`src/rtl/fnd_pkg.sv`:
```
// Shared slot encoding and constants for the FND scan controller and anode decoder.
// Slots 0-3 carry the four digits; slot 4 is the dot slot routed to digit 2.
package fnd_pkg;

  localparam int SEL_W     = 3;
  localparam int NUM_SLOTS = 5;

  typedef logic [SEL_W-1:0] slot_t;

  localparam slot_t SLOT_DIG0 = 3'd0;
  localparam slot_t SLOT_DIG1 = 3'd1;
  localparam slot_t SLOT_DIG2 = 3'd2;
  localparam slot_t SLOT_DIG3 = 3'd3;
  localparam slot_t SLOT_DOT  = 3'd4;

  localparam logic [3:0] BCD_BLANK = 4'hF;

  // Unreachable codes 5-7 fall into the wrap branch, so a corrupted slot self-heals.
  function automatic slot_t next_slot(input slot_t s);
    slot_t r;
    if (s >= SLOT_DOT) r = SLOT_DIG0;
    else               r = s + 3'd1;
    return r;
  endfunction

  function automatic logic [3:0] digit_nibble(input logic [15:0] d, input slot_t s);
    logic [3:0] r;
    case (s)
      SLOT_DIG0: r = d[3:0];
      SLOT_DIG1: r = d[7:4];
      SLOT_DIG2: r = d[11:8];
      SLOT_DIG3: r = d[15:12];
      default:   r = BCD_BLANK;
    endcase
    return r;
  endfunction

endpackage

```
`src/rtl/tick_gen.sv`:
```
// Prescaler: one-clk tick every DIV clocks, count wraps to 0 on the tick edge.
// Tick is decoded from the count register; free-running, no backpressure.
module tick_gen #(
  parameter int DIV = 10
) (
  input  logic clk,
  input  logic rst_n,
  output logic tick
);

  localparam int            CW   = (DIV > 1) ? $clog2(DIV) : 1;
  localparam logic [CW-1:0] LAST = CW'(DIV - 1);

  if (DIV < 2) begin : g_bad_div
    $fatal(1, "tick_gen: DIV must be at least 2");
  end

  logic [CW-1:0] r_cnt;

  assign tick = (r_cnt == LAST);

  always_ff @(posedge clk or negedge rst_n) begin
    if (!rst_n)    r_cnt <= '0;
    else if (tick) r_cnt <= '0;
    else           r_cnt <= r_cnt + 1'b1;
  end

endmodule

```
`src/rtl/fnd_scan_ctrl.sv`:
```
// 5-slot FND scan (4 digits + blinking dot slot) producing fnd_sel, bcd and dp_n.
// All outputs registered from next-state slot: 1 clk input-to-output; free-running, no backpressure.
module fnd_scan_ctrl
  import fnd_pkg::*;
#(
  parameter int CLK_HZ   = 100_000_000,
  parameter int SCAN_HZ  = 1000,
  parameter int BLINK_HZ = 1
) (
  input  logic             clk,
  input  logic             rst_n,
  input  logic [15:0]      digit_data,
  input  logic             blink_en,
  output logic [SEL_W-1:0] fnd_sel,
  output logic [3:0]       bcd,
  output logic             dp_n
);

  localparam int DIV  = CLK_HZ / SCAN_HZ;
  localparam int HALF = SCAN_HZ / (2 * BLINK_HZ);
  localparam int BW   = (HALF > 1) ? $clog2(HALF) : 1;
  localparam logic [BW-1:0] HALF_LAST = BW'(HALF - 1);

  if (DIV < 2) begin : g_bad_div
    $fatal(1, "fnd_scan_ctrl: CLK_HZ/SCAN_HZ must be at least 2");
  end
  if (HALF < 1) begin : g_bad_half
    $fatal(1, "fnd_scan_ctrl: SCAN_HZ/(2*BLINK_HZ) must be at least 1");
  end

  logic          w_tick;
  slot_t         r_slot;
  slot_t         w_slot_nxt;
  logic [BW-1:0] r_blink_cnt;
  logic [BW-1:0] w_blink_nxt;
  logic          r_dot_phase;
  logic          w_phase_nxt;
  logic [3:0]    w_bcd_nxt;
  logic          w_dp_n_nxt;

  tick_gen #(
    .DIV (DIV)
  ) u_tick_gen (
    .clk   (clk),
    .rst_n (rst_n),
    .tick  (w_tick)
  );

  always_ff @(posedge clk or negedge rst_n) begin
    if (!rst_n) begin
      r_slot      <= SLOT_DIG0;
      r_blink_cnt <= '0;
      r_dot_phase <= 1'b0;
    end else begin
      r_slot      <= w_slot_nxt;
      r_blink_cnt <= w_blink_nxt;
      r_dot_phase <= w_phase_nxt;
    end
  end

  // Blink counter free-runs on every tick so enabling the dot never restarts its phase.
  always_comb begin
    w_slot_nxt  = r_slot;
    w_blink_nxt = r_blink_cnt;
    w_phase_nxt = r_dot_phase;
    if (w_tick) begin
      w_slot_nxt = next_slot(r_slot);
      if (r_blink_cnt == HALF_LAST) begin
        w_blink_nxt = '0;
        w_phase_nxt = ~r_dot_phase;
      end else begin
        w_blink_nxt = r_blink_cnt + 1'b1;
      end
    end
  end

  always_comb begin
    w_bcd_nxt  = BCD_BLANK;
    w_dp_n_nxt = 1'b1;
    if (w_slot_nxt == SLOT_DOT) begin
      w_dp_n_nxt = ~(blink_en & w_phase_nxt);
    end else begin
      w_bcd_nxt = digit_nibble(digit_data, w_slot_nxt);
    end
  end

  always_ff @(posedge clk or negedge rst_n) begin
    if (!rst_n) begin
      fnd_sel <= SLOT_DIG0;
      bcd     <= 4'h0;
      dp_n    <= 1'b1;
    end else begin
      fnd_sel <= w_slot_nxt;
      bcd     <= w_bcd_nxt;
      dp_n    <= w_dp_n_nxt;
    end
  end

endmodule

```
`config.mk`:
```
export PLATFORM = sky130hd
export DESIGN_NAME = fnd_scan_ctrl
export DESIGN_NICKNAME = d
export VERILOG_FILES = /design/src/rtl/fnd_pkg.sv /design/src/rtl/tick_gen.sv /design/src/rtl/fnd_scan_ctrl.sv
export SDC_FILE = /design/constraint.sdc
export NUM_CORES = 1
export LEC_CHECK = 0
export ABC_AREA = 1
export CAP_MARGIN = 5
export CORE_MARGIN = 2
export CORE_UTILIZATION = 40
export DETAILED_ROUTE_END_ITERATION = 10
export GPL_TIMING_DRIVEN = 0
export PLACE_DENSITY = 0.61
export REMOVE_ABC_BUFFERS = 1
export SLEW_MARGIN = 20
export SYNTH_ARGS = -nofsm -noshare
export SYNTH_HDL_FRONTEND = slang
export SYNTH_SLANG_ARGS = --single-unit
```
`constraint.sdc`:
```
create_clock -name clk -period 2.1 [get_ports clk]
set_clock_uncertainty 0.15 [all_clocks]
set_input_delay 0.315 -clock clk [delete_from_list [all_inputs] [get_ports clk]]
set_output_delay 0.315 -clock clk [all_outputs]
set_load 0.02 [all_outputs]
```
==> results of run 1 <==
## power breakdown
| part | total [uW] | internal (uW) | switching [uW] | leakage (uW) |
|---|---|---|---|---|
| clock network | 632 | 384 | 248 | 0.0000612 |
| logic | 75.1 | 44.1 | 31.0 | 0.000886 |
| registers | 679 | 678 | 1.18 | 0.000460 |
## sequential cells by signal, summed over array words and instances, names as in the netlist
name	cells
u_tick_gen.r_cnt	17
r_blink_cnt	9
bcd	4
fnd_sel	3
dp_n	1
r_dot_phase	1
## stage by stage
stage / setup WS [ns] / cell area [sq um] / TNS, ns / util
2_1_floorplan: 0.1572 / 2077 / 0 / -
3_3_place_gp: -0.2679 / 2425 / -9.893 / 0.4778
3_5_place_dp: -0.2175 / 2440 / -0.8826 / 0.4808
4_1_cts: 0.00001199 / 2595 / 0 / 0.5113
5_1_grt: 0.006460 / 2656 / 0 / 0.5234
6_report: 0.1726 / 2656 / 0 / 0.5234
## critical path: cells and delay by family, from the launching register on
kind,cells,cell delay [ns]
buffers and inverters,2,0.30
DFF,1,0.38
adders and majority gates,1,0.22
and+or+nand+nor,5,0.63
xor gates and xnor gates,1,0.17
## area by class of cell
cell class                      count  share of cell area
Multi-Input combinational cell    178              0.3928
Sequential cell                    35              0.3307
Timing Repair Buffer               32              0.1187
Inverter                           57             0.08055
Tap cell                           70             0.03297
Clock buffer                        6             0.03109
Clock inverter                      2             0.01319
## routing by layer
layer / up-vias / track usage / wire [um]
li1: 919 / - / -
met4: 0 / 0.05818 / 47
met2: 37 / 0.2566 / 2047
met1: 790 / 0.2102 / 2014
met3: 6 / 0.03910 / 160
met5: - / 0 / 0
## worst min path at each step
stage,start,to,slack (ns)
2_1_floorplan,rst_n,bcd[0],-0.13
3_3_place_gp,u_tick_gen.r_cnt[0],u_tick_gen.r_cnt[0],0.31
3_5_place_dp,rst_n,u_tick_gen.r_cnt[9],0.06
4_1_cts,rst_n,u_tick_gen.r_cnt[10],0.28
5_1_grt,rst_n,u_tick_gen.r_cnt[10],0.31
6_report,rst_n,u_tick_gen.r_cnt[10],0.28
## logic make-up (layout without fill, tap and decap cells)
family / after synthesis / count (layout) / synth area share
simple gates: 147 / 147 / 0.3523
buf+inv: 58 / 97 / 0.1079
flops: 35 / 35 / 0.4200
compound gates: 18 / 18 / 0.05452
xor+xnor: 9 / 9 / 0.04135
fa+ha+maj: 4 / 4 / 0.02397
## layout by cell type (no fill, tap or decap), types with 2 or more instances in the layout
master            n
o21ai_0           4
clkbuf_8          6
nand4_1          10
nor2_4            2
inv_2             3
ha_1              3
a21oi_1           5
nor4_1            2
nand2_1          49
nand2_2           8
dfrtp_1          33
nand3_4           4
nor2_1           40
xor2_1            8
clkdlybuf4s50_1  25
buf_4             4
nor3_1            6
nor3_2            2
o21bai_1          4
nor3_4            3
inv_1            54
nand3_2           3
nor2_2            2
nand3_1          14
## repair_timing
item                                   4_1_cts  5_1_grt
gates resized for setup                      2       12
buffers inserted                             2        2
cloned                                       0        0
endpoints found under the hold margin       10        0
hold buffers                                 1        0
pin swaps                                    0        2
setup endpoints to repair                    9       11
==> results.py, run 1 <==
metrics = {
    "clocking": {
        "clk_latency_ns": 0.28,
        "cts_tree": "done",
        "cts-htree-levels": 2,
        "cts.clk_slew.worst_paths_ns": 0.07,
        "cts_buffer_depth": 2,
        "root_buffer": "clkbuf_8",
        "clock-sinks": 35,
        "cts_buffers": 5,
    },
    "synth": {
        "syn_inst": 271,
        "synth_area_per_cell_sq_um": 7.706,
        "netlist.area_leader.share": 0.4074,
        "synth_seq_cells": 35,
        "syn-cell-area_sq_mm": 0.002088,
        "synth.most_common_cell": "inv_1",
        "synth_edf_count": 0,
        "synth_top_cell_by_area": "dfrtp_1",
        "ys_warn_count": 0,
        "synth_commonest_cells": "55 x inv_1, 51 x nand2_1, 42 x nor2_1, 34 x dfrtp_1, 14 x nand3_1",
        "ys_async_sr_fraction": 1.000,
        "yosysUniqueCellTypes": 30,
        "synthFlopType": "dfrtp_1",
        "synthTopCellsByArea": "dfrtp_1 41%, inv_1 9.9%, nand2_1 9.2%, nor2_1 7.5%, nand3_1 3.4%",
        "seq_area_frac_synth": 0.4200,
    },
    "final_layout": {
        "diodes": 0,
        "layout-drive-gt1-share": 0.1548,
        "fin_nets": 332,
        "fin_cells": 380,
        "multi_input_area_sq_mm": 0.001044,
        "area_delta_synth_final_pct": 27.20,
        "register_area_sq_um": 878.3,
        "fillerInstances": 503,
    },
    "worst_setup_path": {
        "arrival_ns": 1.99,
        "critPathLaunch": "u_tick_gen.r_cnt[0]",
        "worst_setup_path_end_kind": "flop",
        "r2r_end": "dp_n",
        "reg2reg_from": "u_tick_gen.r_cnt[0]",
        "worstPathRequired_ns": 2.16,
        "max_stage_delay_ns": 0.38,
        "crit_top_cell": "nand3_4",
        "crit_end": "dp_n",
        "slowest_stage": "dfrtp_1",
        "r2r_setup_slack_ns": 0.17,
        "cp_max_fo": 6,
        "crit_type": "flop to flop",
        "cp_cell_sequence": "ha_2 > nand3_4 > nor2_4 > nand3_4 > buf_4 > inv_2 > nand2_2 > xnor2_2 > nand3_1",
        "startpoint_type": "flop",
        "rr_worst_depth": 9,
    },
    "timing": {
        "fin_crit_sh": 0.9178,
        "final-hold-violation-count": 0,
        "min_period_ns": 1.927,
        "worst_pin_slew_ns": 0.3665,
        "setup_violations": 0,
        "hold_slack_ns": 0.2815,
        "slew_headroom": 0.7538,
        "final_max_slew_viol_count": 0,
        "rsz0062_at_grt": "false",
        "fmax_ghz": 0.5188,
    },
    "min_path": {
        "hold_class": "input port to async pin",
    },
    "global_routing": {
        "antenna_found_initial": 0,
        "grt_pass1_wl_um": 7596,
        "grt_pass1_vias": 1706,
        "grt_max_degree": 26,
        "overflow": 0,
        "grt.total_usage": 0.1599,
    },
    "place": {
        "hpwlAfterDp_um": 3159,
        "portBuffers": 26,
        "post-place-cells": 367,
        "place_congestion": 0.8303,
    },
    "die": {
        "num_rows": 26,
        "die-area_sq_mm": 0.005815,
        "coreArea_sq_mm": 0.005075,
        "start_util": 0.4115,
        "die_h_um": 76.26,
        "die_x_um": 76.26,
        "ios": 27,
    },
    "power_and_ir_drop": {
        "ir_drop_uv": 311.2,
        "powerDensity_mw_per_mm2": 521.8,
        "power_uw": 1386,
        "p_leak_uw": 0.001408,
    },
    "run_status": {
        "outcome": "finished clean",
    },
    "drt": {
        "drc": 0,
        "ant_nets": 0,
        "wl_per_cell_um": 11.23,
        "routed-via-count": 1752,
        "wl_um": 4269,
        "viasPerCell": 4.611,
        "first_pass_iters": 4,
        "drt_iter0_markers": 63,
    },
    "flow_run": {
        "drv_cap": 0,
    },
}
(Power assumes the default switching activity.)
==> inputs of run 2 (changes only) <==
Clock period 2.1 ns to 2.3 ns, I/O delays scaled along.
==> results.py, run 2 (synthesis gave the netlist of run 1 again) <==
metrics = {
    "run_status": {
        "outcome": "finished clean",
    },
    "final_layout": {
        "layout-drive-gt1-share": 0.1327,
        "largest_register": "u_tick_gen.r_cnt",
        "largest_reg_flops": 17,
        "multi_input_area_sq_mm": 0.001001,
        "final_util": 0.5133,
        "fillerInstances": 509,
        "register_area_sq_um": 877.1,
        "fin_nets": 331,
        "final_common_cell": "inv_1",
        "final_cell_mix": "55 x inv_1, 51 x nand2_1, 41 x nor2_1",
        "top_regs": "u_tick_gen.r_cnt x17, r_blink_cnt x9, bcd x4",
        "diodes": 0,
        "area_delta_synth_final_pct": 24.75,
    },
    "place": {
        "hpwlAfterDp_um": 3159,
        "place_congestion": 0.8303,
        "portBuffers": 26,
    },
    "drt": {
        "drt_iter0_markers": 58,
        "routed-via-count": 1737,
        "wl_per_cell_um": 11.12,
        "viasPerCell": 4.583,
        "wl_um": 4214,
        "drc": 0,
        "ant_nets": 0,
        "first_pass_iters": 4,
    },
    "clocking": {
        "root_buffer": "clkbuf_8",
        "cts_tree": "done",
        "cts-htree-levels": 2,
        "cts_buffer_depth": 2,
        "cts_buffers": 5,
        "clk_latency_ns": 0.28,
        "cts.clk_slew.worst_paths_ns": 0.07,
        "clock-sinks": 35,
    },
    "power_and_ir_drop": {
        "powerDensity_mw_per_mm2": 486.0,
        "p_leak_uw": 0.001372,
        "ir_drop_uv": 300.3,
    },
    "worst_setup_path": {
        "worstPathRequired_ns": 2.31,
        "crit_type": "flop to flop",
        "worst_setup_path_end_kind": "flop",
        "arrival_ns": 2.04,
        "startpoint_type": "flop",
        "cp_max_fo": 5,
    },
    "min_path": {
        "hold_class": "input port to async pin",
    },
    "die": {
        "die_x_um": 76.26,
        "coreArea_sq_mm": 0.005075,
        "start_util": 0.4115,
        "num_rows": 26,
        "ios": 27,
        "die_h_um": 76.26,
        "die-area_sq_mm": 0.005815,
    },
    "timing": {
        "fin_crit_sh": 0.8820,
        "final_max_slew_viol_count": 0,
        "fmax_ghz": 0.4930,
        "slew_headroom": 0.7485,
        "worst_pin_slew_ns": 0.3743,
        "setup_violations": 0,
        "min_period_ns": 2.029,
        "final-hold-violation-count": 0,
        "rsz0062_at_grt": "false",
        "hold_slack_ns": 0.3091,
    },
    "global_routing": {
        "grt_max_degree": 26,
        "grt_pass1_wl_um": 7527,
        "grt_pass1_vias": 1690,
        "antenna_found_initial": 0,
        "grt.total_usage": 0.1594,
        "overflow": 0,
    },
    "flow_run": {
        "drv_cap": 0,
    },
}
-- run 2: per-stage QoR --
stage	worst slack, ns	area [sq um]	total power [uW]	TNS, ns	cells
after global placement	-0.09786	2425	697.0	-3.280	366
after detailed placement	-0.01746	2440	701.0	-0.01746	367
after floorplan	0.3572	2077	645.9	0	270
after global routing	0.03636	2605	1328	0	379
final	0.2715	2605	1266	0	379
after CTS	0.07731	2575	1287	0	376
-- run 2: power breakdown --
group          internal (uW)  switching, uW  leakage [uW]
sequential               619           1.06      0.000462
combinational           40.3           28.3      0.000849
clock                    351            227     0.0000612
total                   1010            256       0.00137
-- run 2: metal layers --
layer,GRT usage,vias to the layer above,part of all wire
li1,-,922,-
met1,0.2079,781,0.48
met2,0.2566,32,0.48
met3,0.03910,2,0.037
met4,0.06000,0,0.0059
met5,0,-,0
-- run 2: area by class of cell --
cell class / count / share of cell area
Inverter: 57 / 0.08213
Tap cell: 70 / 0.03362
Clock buffer: 6 / 0.03170
Sequential cell: 35 / 0.3367
Clock inverter: 2 / 0.01345
Timing Repair Buffer: 31 / 0.1182
Multi-Input combinational cell: 178 / 0.3842
-- run 2: worst paths after layout --
check / depth (start not counted) / endpoint / startpoint / slack (ns)
max: 8 / u_tick_gen.r_cnt[16] / u_tick_gen.r_cnt[0] / 0.27
min: 2 / u_tick_gen.r_cnt[9] / rst_n / 0.31
max reg2reg: 8 / u_tick_gen.r_cnt[16] / u_tick_gen.r_cnt[0] / 0.27
min reg2reg: 1 / u_tick_gen.r_cnt[0] / u_tick_gen.r_cnt[0] / 0.31
max in group asynchronous: 3 / dp_n / rst_n / 1.20
min in group clk: 1 / u_tick_gen.r_cnt[0] / u_tick_gen.r_cnt[0] / 0.31
-- run 2: critical path: stages (launching register included) --
cell and delay (ns):
dfrtp_1 0.37, ha_1 0.21, nand3_2 0.18, nor2_2 0.20
nand4_1 0.20, nor2_1 0.20, nand2_1 0.11, nor3_1 0.19
a21oi_1 0.10
-- run 2: what timing repair did --
action | 4_1_cts | 5_1_grt
hold endpoints to repair | 10 | 0
setup buffers | 0 | 3
hold buffers | 1 | 0
setup endpoints to repair | 4 | 5
gates resized for setup | 1 | 2
pin swaps | 0 | 0
